### src/rtl/pixel_rmw_writer_if.sv
// Command and memory-port bundle for pixel_rmw_writer.
// master = address generator / memory side, slave = the writer itself.
interface pixel_rmw_writer_if;
   localparam int unsigned CMD_W  = 40;
   localparam int unsigned ADDR_W = 20;
   localparam int unsigned DATA_W = 16;

   logic              pixel_cmd_rdy;
   logic [CMD_W-1:0]  pixel_cmd;
   logic              draw_busy;
   logic              mem_req;
   logic              mem_wr;
   logic [ADDR_W-1:0] mem_addr;
   logic [DATA_W-1:0] mem_wr_data;
   logic              mem_ack;
   logic              mem_rd_valid;
   logic [DATA_W-1:0] mem_rd_data;

   modport master (
      output pixel_cmd_rdy, pixel_cmd, mem_ack, mem_rd_valid, mem_rd_data,
      input  draw_busy, mem_req, mem_wr, mem_addr, mem_wr_data
   );

   modport slave (
      input  pixel_cmd_rdy, pixel_cmd, mem_ack, mem_rd_valid, mem_rd_data,
      output draw_busy, mem_req, mem_wr, mem_addr, mem_wr_data
   );
endinterface

### src/rtl/pixel_rmw_writer.sv
// Single-pixel read-modify-write engine for 16-bit display memory words.
// Handles 1/2/4/8/16 bpp, transparency masks, copy/paste buffer and collision counting.
module pixel_rmw_writer #(
   parameter int unsigned COLL_W = 16
) (
   input  logic                 clk,
   input  logic                 reset,
   pixel_rmw_writer_if.slave    bus,
   output logic [31:0]          argb,
   output logic [COLL_W-1:0]    collision_cnt,
   output logic                 cmd_err
);

   localparam int unsigned DATA_W = 16;
   localparam int unsigned ADDR_W = 20;

   localparam logic [3:0] CMD_PXWRI       = 4'd1;
   localparam logic [3:0] CMD_PXWRI_M     = 4'd2;
   localparam logic [3:0] CMD_PXPASTE     = 4'd3;
   localparam logic [3:0] CMD_PXPASTE_M   = 4'd4;
   localparam logic [3:0] CMD_PXCOPY      = 4'd6;
   localparam logic [3:0] CMD_SETARGB     = 4'd7;
   localparam logic [3:0] CMD_RST_PXWRI_M = 4'd10;
   localparam logic [3:0] CMD_RST_PASTE_M = 4'd11;

   typedef enum logic [2:0] {
      ST_IDLE   = 3'd0,
      ST_READ   = 3'd1,
      ST_RWAIT  = 3'd2,
      ST_MODIFY = 3'd3,
      ST_WRITE  = 3'd4
   } state_t;

   state_t state, state_nx;

   logic               draw_busy_nx, mem_req_nx, mem_wr_nx;

   // Latched command fields for the command in flight
   logic [3:0]         op_q;
   logic [7:0]         colour_q;
   logic [3:0]         width_q;
   logic [3:0]         target_q;
   logic [DATA_W-1:0]  rd_word;
   logic [DATA_W-1:0]  paste_buf;
   logic [7:0]         wr_mask;
   logic [7:0]         paste_mask;

   // Accept-cycle decode
   logic               accept_c;
   logic [3:0]         acc_op;
   logic [7:0]         acc_colour;
   logic [3:0]         acc_width;
   logic               acc_width_ok;
   logic               acc_is_mem;
   logic               acc_skip;
   logic               acc_go;
   logic               acc_wr16;
   logic               acc_err;
   logic [DATA_W-1:0]  acc_data;

   // Modify-cycle datapath
   logic [3:0]         lsb;
   logic [DATA_W-1:0]  fmask;
   logic [DATA_W-1:0]  src_data;
   logic [DATA_W-1:0]  merged;
   logic [DATA_W-1:0]  extracted;
   logic               is_paste_q;

   function automatic logic [DATA_W-1:0] width_mask(input logic [3:0] w);
      case (w)
         4'd0:    width_mask = 16'h0001;
         4'd1:    width_mask = 16'h0003;
         4'd3:    width_mask = 16'h000F;
         4'd7:    width_mask = 16'h00FF;
         4'd15:   width_mask = 16'hFFFF;
         default: width_mask = 16'h0000;
      endcase
   endfunction

   function automatic logic width_valid(input logic [3:0] w);
      width_valid = (w == 4'd0) || (w == 4'd1) || (w == 4'd3) || (w == 4'd7) || (w == 4'd15);
   endfunction

   // Decode of the command presented while idle
   always_comb begin
      acc_op       = bus.pixel_cmd[39:36];
      acc_colour   = bus.pixel_cmd[35:28];
      acc_width    = bus.pixel_cmd[27:24];
      accept_c     = bus.pixel_cmd_rdy && (state == ST_IDLE);
      acc_width_ok = width_valid(acc_width);
      acc_is_mem   = (acc_op == CMD_PXWRI) || (acc_op == CMD_PXWRI_M) ||
                     (acc_op == CMD_PXPASTE) || (acc_op == CMD_PXPASTE_M) ||
                     (acc_op == CMD_PXCOPY);
      acc_skip     = ((acc_op == CMD_PXWRI_M) && (acc_colour == wr_mask)) ||
                     ((acc_op == CMD_PXPASTE_M) && (paste_buf[7:0] == paste_mask));
      acc_go       = accept_c && acc_is_mem && acc_width_ok && !acc_skip;
      acc_err      = accept_c && acc_is_mem && !acc_width_ok;
      acc_wr16     = acc_go && (acc_op != CMD_PXCOPY) && (acc_width == 4'd15);
      if ((acc_op == CMD_PXPASTE) || (acc_op == CMD_PXPASTE_M)) begin
         acc_data = paste_buf;
      end else begin
         acc_data = {argb[15:8], acc_colour};
      end
   end

   // Field merge / extract on the captured read word
   always_comb begin
      is_paste_q = (op_q == CMD_PXPASTE) || (op_q == CMD_PXPASTE_M);
      lsb        = target_q & ~width_q;
      fmask      = width_mask(width_q);
      src_data   = is_paste_q ? paste_buf : {8'h00, colour_q};
      merged     = (rd_word & ~(fmask << lsb)) | ((src_data & fmask) << lsb);
      extracted  = (rd_word >> lsb) & fmask;
   end

   // State register and registered handshake outputs
   always_ff @(posedge clk or posedge reset) begin
      if (reset) begin
         state         <= ST_IDLE;
         bus.draw_busy <= 1'b0;
         bus.mem_req   <= 1'b0;
         bus.mem_wr    <= 1'b0;
      end else begin
         state         <= state_nx;
         bus.draw_busy <= draw_busy_nx;
         bus.mem_req   <= mem_req_nx;
         bus.mem_wr    <= mem_wr_nx;
      end
   end

   // Next-state logic
   always_comb begin
      state_nx = state;
      case (state)
         ST_IDLE: begin
            if (acc_go) begin
               state_nx = acc_wr16 ? ST_WRITE : ST_READ;
            end
         end
         ST_READ: begin
            if (bus.mem_ack) state_nx = ST_RWAIT;
         end
         ST_RWAIT: begin
            if (bus.mem_rd_valid) state_nx = ST_MODIFY;
         end
         ST_MODIFY: begin
            state_nx = (op_q == CMD_PXCOPY) ? ST_IDLE : ST_WRITE;
         end
         ST_WRITE: begin
            if (bus.mem_ack) state_nx = ST_IDLE;
         end
         default: state_nx = ST_IDLE;
      endcase
   end

   // Output decode of the upcoming state, registered alongside it
   always_comb begin
      draw_busy_nx = 1'b0;
      mem_req_nx   = 1'b0;
      mem_wr_nx    = 1'b0;
      case (state_nx)
         ST_READ: begin
            draw_busy_nx = 1'b1;
            mem_req_nx   = 1'b1;
         end
         ST_RWAIT, ST_MODIFY: begin
            draw_busy_nx = 1'b1;
         end
         ST_WRITE: begin
            draw_busy_nx = 1'b1;
            mem_req_nx   = 1'b1;
            mem_wr_nx    = 1'b1;
         end
         default: ;
      endcase
   end

   // Command latch, configuration registers and datapath registers
   always_ff @(posedge clk or posedge reset) begin
      if (reset) begin
         op_q            <= 4'd0;
         colour_q        <= 8'd0;
         width_q         <= 4'd0;
         target_q        <= 4'd0;
         rd_word         <= '0;
         paste_buf       <= '0;
         wr_mask         <= 8'd0;
         paste_mask      <= 8'd0;
         argb            <= 32'd0;
         collision_cnt   <= '0;
         cmd_err         <= 1'b0;
         bus.mem_addr    <= '0;
         bus.mem_wr_data <= '0;
      end else begin
         if (accept_c) begin
            case (acc_op)
               CMD_SETARGB:     argb       <= bus.pixel_cmd[31:0];
               CMD_RST_PXWRI_M: wr_mask    <= bus.pixel_cmd[7:0];
               CMD_RST_PASTE_M: begin
                  paste_mask    <= bus.pixel_cmd[7:0];
                  collision_cnt <= '0;
               end
               default: ;
            endcase
            if (acc_err) cmd_err <= 1'b1;
         end

         if (acc_go) begin
            op_q         <= acc_op;
            colour_q     <= acc_colour;
            width_q      <= acc_width;
            target_q     <= bus.pixel_cmd[23:20];
            bus.mem_addr <= {bus.pixel_cmd[ADDR_W-1:1], 1'b0};
            if (acc_wr16) bus.mem_wr_data <= acc_data;
         end

         if ((state == ST_RWAIT) && bus.mem_rd_valid) begin
            rd_word <= bus.mem_rd_data;
         end

         if (state == ST_MODIFY) begin
            if (op_q == CMD_PXCOPY) begin
               paste_buf <= extracted;
               if ((extracted[7:0] != colour_q) && (collision_cnt != {COLL_W{1'b1}})) begin
                  collision_cnt <= collision_cnt + COLL_W'(1);
               end
            end else begin
               bus.mem_wr_data <= merged;
            end
         end
      end
   end

endmodule

### src/flat_wrapper.sv
// flat-port wrapper written by rule: the top's interface ports become plain ports
module pixel_rmw_writer_flat 
#(
   parameter int unsigned COLL_W = 16
)
  (clk, reset, argb, collision_cnt, cmd_err, bus_pixel_cmd_rdy, bus_pixel_cmd, bus_mem_ack, bus_mem_rd_valid, bus_mem_rd_data, bus_draw_busy, bus_mem_req, bus_mem_wr, bus_mem_addr, bus_mem_wr_data);
  pixel_rmw_writer_if bus_i ();
  input  logic clk;
  input  logic reset;
  output logic [31:0] argb;
  output logic [COLL_W-1:0] collision_cnt;
  output logic cmd_err;
  input wire logic [$bits(bus_i.pixel_cmd_rdy)-1:0] bus_pixel_cmd_rdy;
  input wire logic [$bits(bus_i.pixel_cmd)-1:0] bus_pixel_cmd;
  input wire logic [$bits(bus_i.mem_ack)-1:0] bus_mem_ack;
  input wire logic [$bits(bus_i.mem_rd_valid)-1:0] bus_mem_rd_valid;
  input wire logic [$bits(bus_i.mem_rd_data)-1:0] bus_mem_rd_data;
  output wire logic [$bits(bus_i.draw_busy)-1:0] bus_draw_busy;
  output wire logic [$bits(bus_i.mem_req)-1:0] bus_mem_req;
  output wire logic [$bits(bus_i.mem_wr)-1:0] bus_mem_wr;
  output wire logic [$bits(bus_i.mem_addr)-1:0] bus_mem_addr;
  output wire logic [$bits(bus_i.mem_wr_data)-1:0] bus_mem_wr_data;
  assign bus_i.pixel_cmd_rdy = bus_pixel_cmd_rdy;
  assign bus_i.pixel_cmd = bus_pixel_cmd;
  assign bus_i.mem_ack = bus_mem_ack;
  assign bus_i.mem_rd_valid = bus_mem_rd_valid;
  assign bus_i.mem_rd_data = bus_mem_rd_data;
  assign bus_draw_busy = bus_i.draw_busy;
  assign bus_mem_req = bus_i.mem_req;
  assign bus_mem_wr = bus_i.mem_wr;
  assign bus_mem_addr = bus_i.mem_addr;
  assign bus_mem_wr_data = bus_i.mem_wr_data;
  pixel_rmw_writer #(.COLL_W(COLL_W)) u_core (.clk(clk), .reset(reset), .bus(bus_i), .argb(argb), .collision_cnt(collision_cnt), .cmd_err(cmd_err));
endmodule
### config.mk
export PLATFORM = sky130hd
export DESIGN_NAME = pixel_rmw_writer_flat
export DESIGN_NICKNAME = d
export VERILOG_FILES = /design/src/rtl/pixel_rmw_writer_if.sv /design/src/rtl/pixel_rmw_writer.sv /design/src/flat_wrapper.sv
export SDC_FILE = /design/constraint.sdc
export NUM_CORES = 1
export LEC_CHECK = 0
export ABC_AREA = 1
export ABC_CLOCK_PERIOD_IN_PS = 14800
export CAP_MARGIN = 25
export CORE_UTILIZATION = 40
export CTS_BUF_LIST = sky130_fd_sc_hd__clkbuf_2 sky130_fd_sc_hd__clkbuf_4 sky130_fd_sc_hd__clkbuf_8
export DETAILED_ROUTE_END_ITERATION = 10
export PLACE_DENSITY = 0.67
export SLEW_MARGIN = 20
export SYNTH_ARGS = -nofsm -noshare
export SYNTH_HDL_FRONTEND = slang
export SYNTH_SLANG_ARGS = --single-unit
### constraint.sdc
create_clock -name clk -period 14.8 [get_ports clk]
set_clock_uncertainty 0.05 [all_clocks]
set_input_delay 2.96 -clock clk [delete_from_list [all_inputs] [get_ports clk]]
set_output_delay 2.96 -clock clk [all_outputs]
set_load 0.03 [all_outputs]
==> key figures <==
Setup path
  – Cell Chain, Critical Path: clkdlybuf4s50_1 > inv_1 > nor2_2 > nand2_1 > a21oi_1 > inv_1 > nor2_1 > nand2_1 > nor2b_4 > buf_4 > nand3_1 > nand2_1 > nand2_1 > nand2_1 > nand2_1
  – Arrival time worst endpoint: 6.26 ns
  – Setup CP Type: in -> reg
  – Setup crit end kind: flop
  – Crit path largest cell delay: 0.86 ns
  – Worst Path Max Fanout: 64
  – Critical Path Most Common Cell: nand2_1
  – CP max-delay cell: nand3_1
  – Startpoint types: input pin
  – Critical Path RT: 15.09 ns

Power and ir drop
  – Leakage: 5.036 nW
  – Combinational share of power: 0.529
  – Worst vdd ir: 0.1096 mV
  – Pwr per Cell Area: 221.7 nW/um^2
  – Switching share of total power: 0.4792
  – Reg power frac: 0.324
  – Clk pwr share: 0.146
  – NetSw: 1.135 mW
  – Int Power: 1.234 mW

Synthesis
  – Most used DFF post-synth: dfrtp_1
  – FF+latch count, synth: 158
  – Syn Std Cell Area: 8577 sq um
  – Netlist cell types: 45
  – Top cell type's share of synthesized area: 0.4610
  – Area contributors post-synth: dfrtp_1, nand2_1, nand3_1
  – Synthesized instance count: 1123
  – Syn Area/Cell: 7.638 sq um
  – Synth area leader: dfrtp_1
  – Ys async rst share: 1.000
  – EDFF count, synth: 0
  – Commonest cells in the netlist: nand2_1, dfrtp_1, nand3_1
  – Dominant cell by count in the synthesized netlist: nand2_1
  – Post-synth net total: 1185
  – Synthesis Warnings: 0
  – Sequential-to-total area share from yosys stat: 0.4610

Outcome
  – Outcome: complete, no violations

Clock tree
  – Clock buffer depth: 2
  – Clock-pin slew on the worst setup and hold paths: 0.09 ns
  – Clock latency on the worst-skew pair: 0.46 ns
  – H-tree depth: 4
  – CTS resizes: 0
  – # clock sinks: 158
  – CTS tree: built
  – Root Driver: clkbuf_8
  – Num CTS Buffers: 17
  – Total setup buffers inserted after CTS: 0
  – Hold_buf cts: 0

Timing
  – Final setup viols: 0
  – Final hold vios: 0
  – Period utilization: 0.4033
  – Fmax: 167.5 MHz
  – Slew Limit Fails: 0
  – Tmin final: 5.969 ns
  – Worst slew pin tran: 0.9862 ns
  – RSZ-0062 raised after global routing: false
  – Total negative slack: 0 ns
  – Hold slack final: 0.4259 ns
  – Worst slew margin: 0.3407

Detailed routing
  – Pre-antenna DRT Iters: 6
  – Total Wirelength: 25270 microns
  – Via density: 5.223
  – DRC viols: 0
  – WL/cell: 16.45 microns
  – Post-route antenna net violation count: 0
  – First-iteration detailed-routing DRC count: 822
  – Total number of vias: 8023

Floorplanning
  – I/O pins: 149
  – Die X: 148.4 microns
  – Starting Density: 0.4080
  – Core area: 21020 sq um
  – Die H: 148.4 microns
  – DIE AREA: 22030 sq um
  – Row Count: 53

Min path
  – Hold WC Path Type: reg -> reg

Global route
  – Antenna violations before repair: 0
  – Largest net degree at the start of global routing: 104
  – All-Layer GR Usage: 0.2381
  – GRT overflow: 0
  – Vias in the first global route: 7594
  – Wire length of the first global-routing pass: 40790 microns

Layout
  – Ant diodes: 0
  – Core Util, Final: 0.5084
  – Layout cells sized above 1: 0.09199
  – Nets@finish: 1310
  – Area delta synth->final: 24.60%

Flow run
  – Max-cap violations: 0

Placed design
  – DP HPWL: 18400 microns
  – Port bufs: 147
  – RD Place Congestion: 0.9261
==> critical path, delay by kind of cell <==
family,cells,cell delay (ns)
AND/OR/NAND/NOR,10,1.88
buffers and inverters,4,1.21
AO/OA/AOI/OAI,1,0.19
==> cells by family (layout without fill, tap and decap cells) <==
group / count (synthesis) / in the layout / synth area share
and+or+nand+nor: 583 / 583 / 0.2931
buffers and inverters: 169 / 307 / 0.07994
AOI/OAI and AO/OA: 158 / 158 / 0.1004
DFF: 158 / 158 / 0.4610
muxes: 33 / 33 / 0.04333
xor gates and xnor gates: 20 / 20 / 0.02042
adders and majority gates: 1 / 1 / 0.001459
other: 1 / 1 / 0.0004372
==> sequential cells by signal (all words and copies together) (netlist names), 8 cells and up <==
signal                  flops
u_core.argb                32
u_core.bus.mem_addr        19
u_core.bus.mem_wr_data     16
u_core.collision_cnt       16
u_core.colour_q             8
u_core.paste_buf           16
u_core.paste_mask           8
u_core.rd_word             16
u_core.wr_mask              8
==> path summary, 6_finish.rpt <==
path / from / to / slack (ns) / cells after the start
worst max-delay path: bus_pixel_cmd[38] / u_core.bus.mem_req / 8.83 / 15
worst min-delay path: u_core.bus.mem_addr[2] / u_core.bus.mem_addr[2] / 0.43 / 2
worst max register to register: u_core.state[0] / u_core.bus.mem_req / 11.35 / 13
worst min register to register: u_core.bus.mem_addr[2] / u_core.bus.mem_addr[2] / 0.43 / 2
max in group asynchronous: reset / u_core.bus.mem_addr[9] / 10.52 / 4
min in group asynchronous: reset / u_core.argb[24] / 2.80 / 2
==> cell type report <==
| class | instances | area [sq um] |
|---|---|---|
| Clock buffer | 18 | 247.7 |
| Clock inverter | 14 | 172.7 |
| Fill cell | 2076 | 10330 |
| Inverter | 120 | 455.4 |
| Multi-Input combinational cell | 796 | 3961 |
| Sequential cell | 158 | 3954 |
| Tap cell | 275 | 344.1 |
| Timing Repair Buffer | 155 | 1551 |
==> metrics by stage <==
| stage | std cells | instance area (sq um) | setup WS (ns) | power, mW |
|---|---|---|---|---|
| 6_report | 1536 | 10690 | 8.831 | 2.369 |
| 5_1_grt | 1536 | 10690 | 8.474 | 2.537 |
| 4_1_cts | 1535 | 10660 | 8.856 | 2.368 |
| 3_5_place_dp | 1503 | 10240 | 8.364 | 2.016 |
| 3_3_place_gp | 1503 | 10240 | 8.505 | 2.000 |
| 2_1_floorplan | 1123 | 8577 | 7.527 | 1.567 |
==> layout by cell type (no fill, tap or decap), types with 19 or more instances in the layout <==
| cell | n |
|---|---|
| mux2_2 | 33 |
| nand2_1 | 340 |
| nand4_1 | 19 |
| nand3_1 | 117 |
| o21ai_0 | 100 |
| dfrtp_1 | 158 |
| a21oi_1 | 30 |
| inv_1 | 108 |
| nor2_1 | 63 |
| clkdlybuf4s50_1 | 147 |
==> routing by layer <==
layer	global-route usage	part of all wire	up-vias
met5	0	0	-
met4	0.07938	0.023	0
met1	0.3368	0.45	3764
met2	0.3643	0.45	327
met3	0.04571	0.080	41
li1	-	-	3891
==> power groups by stage <==
stage | clock [mW] | sequential (mW) | combinational (mW)
global route | 0.370 | 0.793 | 1.37
global placement | 0 | 0.772 | 1.23
detailed placement | 0 | 0.776 | 1.24
finish | 0.347 | 0.768 | 1.25
CTS | 0.354 | 0.768 | 1.25
floorplan | 0 | 0.961 | 0.606
No activity file was read; power rests on OpenSTA's default activity.
